$ cat src/rtl/pc_sequencer.sv
// Multicycle FETCH/EXEC/HALTED sequencer for the MIPS core: owns the PC, drives
// instruction fetches and applies branch-delay-slot semantics to control transfers.
module pc_sequencer (
  input  logic        clk,
  input  logic        reset,
  output logic [31:0] mem_address,
  output logic        mem_read,
  input  logic        mem_waitrequest,
  input  logic [31:0] mem_readdata,
  output logic [31:0] instr,
  output logic        instr_valid,
  input  logic        exec_stall,
  input  logic        branch_taken,
  input  logic [31:0] branch_target,
  output logic [31:0] pc,
  output logic [31:0] link_addr,
  output logic        in_delay_slot,
  output logic        active,
  output logic        fault
);

  localparam logic [31:0] RESET_VECTOR = 32'hBFC0_0000;

  typedef enum logic [1:0] {
    S_FETCH  = 2'd0,
    S_EXEC   = 2'd1,
    S_HALTED = 2'd2
  } state_t;

  state_t      state_q;
  logic [31:0] pc_q;
  logic [31:0] instr_q;
  logic [31:0] pending_target_q;
  logic        delay_pending_q;
  logic        fault_q;

  logic [31:0] pc_plus4;
  assign pc_plus4 = pc_q + 32'd4;

  // Sequencer state machine; a branch inside a delay slot is dropped.
  always_ff @(posedge clk) begin
    if (reset) begin
      state_q          <= S_FETCH;
      pc_q             <= RESET_VECTOR;
      instr_q          <= 32'd0;
      pending_target_q <= 32'd0;
      delay_pending_q  <= 1'b0;
      fault_q          <= 1'b0;
    end else begin
      case (state_q)
        S_FETCH: begin
          if (!mem_waitrequest) begin
            instr_q <= mem_readdata;
            state_q <= S_EXEC;
          end
        end
        S_EXEC: begin
          if (!exec_stall) begin
            if (delay_pending_q) begin
              delay_pending_q <= 1'b0;
              if (pending_target_q[1:0] != 2'b00) begin
                fault_q <= 1'b1;
                state_q <= S_HALTED;
              end else begin
                pc_q    <= pending_target_q;
                state_q <= (pending_target_q == 32'd0) ? S_HALTED : S_FETCH;
              end
            end else if (branch_taken) begin
              pending_target_q <= branch_target;
              delay_pending_q  <= 1'b1;
              pc_q             <= pc_plus4;
              state_q          <= S_FETCH;
            end else begin
              pc_q    <= pc_plus4;
              state_q <= S_FETCH;
            end
          end
        end
        S_HALTED: begin
          state_q <= S_HALTED;
        end
        default: begin
          state_q <= S_FETCH;
        end
      endcase
    end
  end

  // Status outputs are masked while reset is asserted so the bus is quiet immediately.
  assign mem_address   = pc_q;
  assign pc            = pc_q;
  assign link_addr     = pc_q + 32'd8;
  assign instr         = instr_q;
  assign fault         = fault_q;
  assign mem_read      = !reset && (state_q == S_FETCH);
  assign instr_valid   = !reset && (state_q == S_EXEC);
  assign active        = reset || (state_q != S_HALTED);
  assign in_delay_slot = !reset && delay_pending_q;

endmodule

$ cat config.mk
export PLATFORM = sky130hd
export DESIGN_NAME = pc_sequencer
export DESIGN_NICKNAME = d
export VERILOG_FILES = /design/src/rtl/pc_sequencer.sv
export SDC_FILE = /design/constraint.sdc
export NUM_CORES = 1
export LEC_CHECK = 0
export CAP_MARGIN = 5
export CORE_MARGIN = 4
export CORE_UTILIZATION = 45
export CTS_CLUSTER_DIAMETER = 150
export CTS_CLUSTER_SIZE = 24
export DETAILED_ROUTE_END_ITERATION = 8
export HOLD_SLACK_MARGIN = 0.08
export PLACE_DENSITY = 0.81
export SLEW_MARGIN = 20
export SYNTH_ARGS = -nofsm -noshare
export SYNTH_HDL_FRONTEND = slang
export SYNTH_SLANG_ARGS = --single-unit
$ cat constraint.sdc
create_clock -name clk -period 2.9 [get_ports clk]
set_input_delay 0.29 -clock clk [delete_from_list [all_inputs] [get_ports clk]]
set_output_delay 0.29 -clock clk [all_outputs]
set_load 0.03 [all_outputs]
==> run summary, run 1 <==
clk_lat worst skew: 0.34 ns
MaxCap Viol Count: 0
peak supply drop: 0.335 mV
#FFs+latches synth: 100
Synth top area share: 0.361
largest net degree at the start of global routing: 65
area of the core: 12,000 µm²
Synth warnings: 0
drt first pass iters: 6
Tmin final: 2.76 ns
maximum clock insertion buffer count: 2
initial antenna violation count: 0
number of global-route vias before repair: 5,265
async set-or-reset flop fraction in the synthesized netlist: 0
vias per cell: 5.55
distinct cell type count after synthesis: 70
diodes inserted: 0
max-slew violations: 0
Rel. slew slack: 0.294
Layout Utilization: 0.637
Synth Flop Type: dfxtp_1
Die Wd: 119 µm
Post-synth top cells: nand2_1 (171), dfxtp_1 (100), a21oi_1 (83)
ANT nets after route: 0
H-tree depth: 3
Initial Util: 0.462
Final GP Congestion: 0.889
via count: 5,667
post-DP HPWL: 12,800 µm
clock sink count: 100
WP data arrival: 2.47 ns
CTS tree: yes
CP required: 2.61 ns
NumNets Final: 941
Fillers: 1,065
Critical Path Source Type: flop
Synth area leader: dfxtp_1
number of synthesized flops with an enable pin: 0
initial DRC count: 451
Area Overhead vs Synth: 38.0%
DRC viols: 0
Fin. Hold Viols: 0
synthesized net count: 797
CTS Buf Count: 9
Worst Skew: 0.00756 ns
synthesized area per cell: 7.64 µm²
GRT Overall Usage: 0.235
crit share post-route: 0.950
Fin Setup TNS: 0 ns
Overall Power: 0.00340 W
dpl ws: 0.320 ns
Root Buffer: clkbuf_16
clock slew at reported path FFs: 0.07 ns
worst-path fanout max: 5
Synth area leaders: dfxtp_1 (36%), nand2_1 (12%), a21oi_1 (7.5%), buf_4 (5.7%), nor2_1 (3.2%)
Avg WL per Cell: 16.9 µm
# port buffers: 201
Synth Cell Area: 5540 µm²
outcome: finished clean
Std-Cell Rows: 40
worst setup margin: 0.145 ns
# IOs: 202
Worst Setup Path Type: reg2out
final setup vio count: 0
fmax: 0.363 GHz
Total Die Area: 14,200 µm²
Worst Tran Pin Value: 1.06 ns
ratio of cells with drive above 1 in the final layout: 0.0960
Worst setup EP type: output port
cts hold-fix bufs: 0
leak pwr: 2.84 nW
unrepaired setup endpoints after global routing: no
power density cells: 444 nW/µm²
die height: 119 µm
first-pass GRT wire length: 27,400 µm
final wirelength: 17,300 µm
most common cell in the synthesized netlist: nand2_1
sequential-to-total area share from yosys stat: 0.361
Syn Inst Count: 726
total congestion overflow: 0
type of the worst min-delay path: in2reg
what timing repair did:
action,4_1_cts,5_1_grt
hold endpoints to repair,0,0
setup buffers,0,0
endpoints found under the setup margin,1,2
gates resized for setup,1,2
cells in the final DEF, fill, tap and decap left out, types with 3 or more instances in the layout:
master / Yosys / final
xnor2_1: 19 / 18
o21ai_0: 9 / 9
clkbuf_16: 0 / 9
and3_1: 6 / 6
mux2i_1: 13 / 13
nand2_1: 171 / 171
nor4_1: 11 / 11
buf_4: 42 / 48
a21oi_1: 83 / 83
a311o_1: 4 / 4
o22a_1: 3 / 3
a221oi_1: 5 / 5
o22ai_1: 13 / 13
inv_1: 11 / 11
a2111oi_0: 3 / 3
a31oi_1: 4 / 4
or3_1: 4 / 4
clkdlybuf4s50_1: 0 / 181
buf_12: 0 / 3
xor2_1: 9 / 9
or2_2: 5 / 5
nand4_1: 9 / 9
nand3_1: 21 / 21
a211o_1: 8 / 8
dfxtp_1: 100 / 100
a211oi_1: 4 / 4
nor3_1: 17 / 15
nor2_1: 48 / 48
layout make-up:
type | count | area [µm²] | area share
clock buffers | 12 | 246 | 0.0322
multi-input cells | 514 | 2850 | 0.372
repair buffers | 234 | 2250 | 0.295
inverters | 11 | 41.3 | 0.00540
well taps | 147 | 184 | 0.0240
clock inverters | 4 | 72.6 | 0.00949
flip-flops and latches | 100 | 2000 | 0.262
per-stage QoR:
step                      instances  hold slack, ns  cell area (µm²)
after floorplan                 726           0.383             5550
after global placement         1006           0.440             7320
after detailed placement       1006           0.447             7320
after CTS                      1022           0.404             7640
after global routing           1022           0.417             7650
final                          1022           0.416             7650
registers in the layout, indices dropped and copies added (netlist names):
| register | flops |
|---|---|
| delay_pending_q | 1 |
| fault | 1 |
| instr | 32 |
| state_q | 2 |
| pending_target_q | 32 |
| mem_address | 32 |
worst max-delay path, cell delays in order, from the launching register on:
cell and delay [ns]:
dfxtp_1 0.33, ha_1 0.27, nand3_4 0.12, or3_2 0.58, xnor2_1 0.16, clkdlybuf4s50_1 0.68
path summary, 6_finish.rpt:
| path | slack (ns) | to | startpoint | depth (start not counted) |
|---|---|---|---|---|
| worst min register to register | 0.45 | instr[18]$_SDFFE_PP0P_ | instr[18]$_SDFFE_PP0P_ | 2 |
| worst max register to register | 0.61 | mem_address[24]$_SDFFE_PP1P_ | state_q[0]$_SDFFE_PP0P_ | 5 |
| worst min-delay path | 0.42 | delay_pending_q$_SDFFE_PP0P_ | reset | 2 |
| worst max-delay path | 0.14 | link_addr[13] | mem_address[4]$_SDFFE_PP0P_ | 5 |
logic make-up after synthesis:
| family | after synthesis | share of synthesized area |
|---|---|---|
| AOI/OAI and AO/OA | 158 | 0.178 |
| xor gates and xnor gates | 28 | 0.0442 |
| adders and majority gates | 2 | 0.00451 |
| buffers and inverters | 112 | 0.129 |
| DFF | 100 | 0.361 |
| muxes | 13 | 0.0235 |
| and+or+nand+nor | 313 | 0.260 |
power by group:
group          switching (W)  internal (W)  leakage, nW  total (W)
clock               0.000519      0.000780        0.153    0.00130
sequential         0.0000538       0.00142        0.813    0.00148
combinational       0.000345      0.000274         1.87   0.000619
total               0.000918       0.00248         2.84    0.00340
metal layers:
layer	global-route usage	routed length [µm]	up-vias
met3	0.0983	2320	26
li1	-	-	2755
met1	0.289	6630	2558
met5	0	0	-
met4	0.0637	268	0
met2	0.379	8060	328
Power figures use the tool's default switching activity.
==> inputs of run 2 (changes only) <==
CTS_CLUSTER_SIZE = not set   (was 24)
==> results of run 2 <==
The final DEF is identical to that of run 1; final timing and power are the same.
==> inputs of run 3 (changes only) <==
ABC_AREA = 1   (was not set)
==> run summary, run 3 <==
largest net degree at the start of global routing: 47 (-28%)
CP required: 2.61 ns (about the same)
Total Die Area: 13,900 µm² (-1.8%)
area of the core: 11,600 µm² (-3.3%)
Synth area leader: dfxtp_1
Tmin final: 2.78 ns (+0.0210 ns)
# IOs: 202 (unchanged)
Rel. slew slack: 0.486 (+0.191)
DRC viols: 0 (unchanged)
fmax: 0.360 GHz (-0.76%)
Avg WL per Cell: 15.8 µm (-6.4%)
sequential-to-total area share from yosys stat: 0.368 (+0.00723)
Std-Cell Rows: 39 (-2.5%)
final wirelength: 17,300 µm (+0.34%)
number of synthesized flops with an enable pin: 0 (unchanged)
#FFs+latches synth: 100 (unchanged)
Post-synth top cells: nor2_1 (139), nand2_1 (119), dfxtp_1 (100)
max-slew violations: 0 (unchanged)
area of the multi-input gates: 2740 µm² (-3.8%)
first-pass GRT wire length: 27,900 µm (+1.6%)
Reg2Reg Depth: 9 (+4)
type of the worst min-delay path: reg2reg
ratio of cells with drive above 1 in the final layout: 0.0923 (-0.00366)
Synth area leaders: dfxtp_1 (37%), nor2_1 (9.6%), nand2_1 (8.2%), o21ai_0 (7.2%), a21oi_1 (5.7%)
cts hold-fix bufs: 0 (unchanged)
Root Buffer: clkbuf_16
Initial Util: 0.468 (+0.00644)
total congestion overflow: 0 (unchanged)
Synth top area share: 0.368 (+0.00723)
clock sink count: 100 (unchanged)
CP top delay family: simple AND/OR/NAND/NOR gates
Critical Path Source Type: flop
WP data arrival: 2.49 ns (+0.02 ns)
drt first pass iters: 5 (-1)
Synth warnings: 0 (unchanged)
Area Overhead vs Synth: 40.7%
Levels on crit path: 8 (+3)
# port buffers: 201 (unchanged)
internal power: 0.00240 W (-3.1%)
MaxCap Viol Count: 0 (unchanged)
Worst path max stage delay: 0.68 ns (about the same)
initial antenna violation count: 0 (unchanged)
power density cells: 444 nW/µm² (about the same)
leak pwr: 3.13 nW (+10%)
hold depth: 2 (unchanged)
most frequent cells in the layout: clkdlybuf4s50_1 (192), nor2_1 (139), nand2_1 (119)
crit-path cells: nand2_4 > nor2_4 > nand2_2 > nor2_4 > nand3_2 > nor2_1 > xor2_1 > clkdlybuf4s50_1
Final GP Congestion: 0.934 (+5.1%)
Worst Tran Pin Value: 0.771 ns (-0.288 ns)
CTS tree: yes
Synth Flop Type: dfxtp_1
Logic pwr share: 0.197 (+0.015)
Syn Inst Count: 792 (+9.1%)
number of global-route vias before repair: 5,371 (+2.0%)
Worst Setup Path Type: reg2out
Die Wd: 118 µm (-0.92%)
maximum clock insertion buffer count: 2 (unchanged)
most common cell in the synthesized netlist: nor2_1
worst-path fanout max: 7 (+2)
synthesized area per cell: 6.86 µm² (-10%)
final setup vio count: 0 (unchanged)
WP buf/inv: 1 (unchanged)
initial DRC count: 413 (-8.4%)
CTS Buf Count: 9 (unchanged)
peak supply drop: 0.448 mV (+34%)
distinct cell type count after synthesis: 37 (-47%)
register area: 2010 µm² (+0.31%)
diodes inserted: 0 (unchanged)
vias per cell: 5.13 (-7.5%)
GRT Overall Usage: 0.244 (+0.00909)
Worst Skew: 0.00876 ns (+0.00120 ns)
post-DP HPWL: 13,200 µm (+2.7%)
async set-or-reset flop fraction in the synthesized netlist: 0 (unchanged)
CP max stage cell: clkdlybuf4s50_1
clk_lat worst skew: 0.35 ns (about the same)
Worst setup EP type: output port
most common cell after layout, fill and taps aside: clkdlybuf4s50_1
sequential power share: 0.439 (+0.004)
crit share post-route: 0.957 (+0.00724)
NumNets Final: 1,020 (+8.4%)
synthesized net count: 863 (+8.3%)
Fin. Hold Viols: 0 (unchanged)
Crit path top cell by count: nor2_4
Fillers: 1,069 (+0.38%)
Sw Ratio: 0.293 (+0.0222)
outcome: finished clean
die height: 118 µm (-0.92%)
via count: 5,620 (-0.83%)
Layout Utilization: 0.658 (+0.0217)
clock slew at reported path FFs: 0.07 ns (about the same)
Overall Power: 0.00339 W (about the same)
H-tree depth: 3 (unchanged)
Synth Cell Area: 5440 µm² (-2.0%)
ANT nets after route: 0 (unchanged)
P_sw: 0.000993 W (+8.2%)
Clk pwr share: 0.364 (-0.019)
[run 3: area by class of cell]
| cell class | instances | area share |
|---|---|---|
| Tap cell | 143 | 0.0234 |
| Clock inverter | 6 | 0.00933 |
| Sequential cell | 100 | 0.263 |
| Inverter | 74 | 0.0366 |
| Timing Repair Buffer | 216 | 0.280 |
| Multi-Input combinational cell | 548 | 0.358 |
| Clock buffer | 9 | 0.0295 |
[run 3: layer usage]
layer,vias to the layer above,part of all wire,track usage
met3,21,0.11,0.0913
li1,2825,-,-
met1,2486,0.42,0.298
met5,-,0,0
met2,288,0.45,0.407
met4,0,0.018,0.0637
[run 3: kinds of logic after synthesis]
kind of cell,after synthesis,share of synthesized area
compound gates,158,0.151
fa+ha+maj,2,0.00460
xor+xnor,29,0.0467
flops,100,0.368
buf+inv,144,0.128
simple gates,359,0.302
[run 3: worst min-delay path: cells and delay by family, from the launching register on]
| kind | cells | cell delay, ns |
|---|---|---|
| compound gates | 1 | 0.05 |
| flops | 1 | 0.31 |
| buf+inv | 1 | 0.06 |
[run 3: path summary, 6_finish.rpt]
check / start / endpoint / slack, ns
max: mem_address[7]$_SDFFE_PP0P_ / link_addr[16] / 0.12
min: pending_target_q[13]$_SDFFE_PP0P_ / pending_target_q[13]$_SDFFE_PP0P_ / 0.47
max reg2reg: pending_target_q[0]$_SDFFE_PP0P_ / mem_address[15]$_SDFFE_PP0P_ / 0.92
min reg2reg: pending_target_q[13]$_SDFFE_PP0P_ / pending_target_q[13]$_SDFFE_PP0P_ / 0.47
[run 3: through the flow]
step	std cells	worst slack [ns]	hold slack (ns)	setup TNS, ns	instance area (µm²)
6_report	1096	0.124	0.473	0	7650
5_1_grt	1096	-0.00200	0.503	-0.00200	7650
4_1_cts	1096	0.00869	0.473	0	7630
3_5_place_dp	1081	0.260	0.462	0	7340
3_3_place_gp	1081	0.335	0.460	0	7340
2_1_floorplan	792	0.587	0.425	0	5440
[run 3: power groups by stage]
stage                     Combinational (W)  Sequential [W]  Clock (W)
after floorplan                    0.000280         0.00161          0
after global placement             0.000666         0.00152          0
after detailed placement           0.000670         0.00152          0
after CTS                          0.000673         0.00149    0.00126
after global routing               0.000726         0.00150    0.00131
final                              0.000669         0.00149    0.00124
[run 3: what timing repair did]
action / 4_1_cts / 5_1_grt
buffers inserted: 0 / 0
endpoints found under the setup margin: 2 / 10
resized for setup: 2 / 13
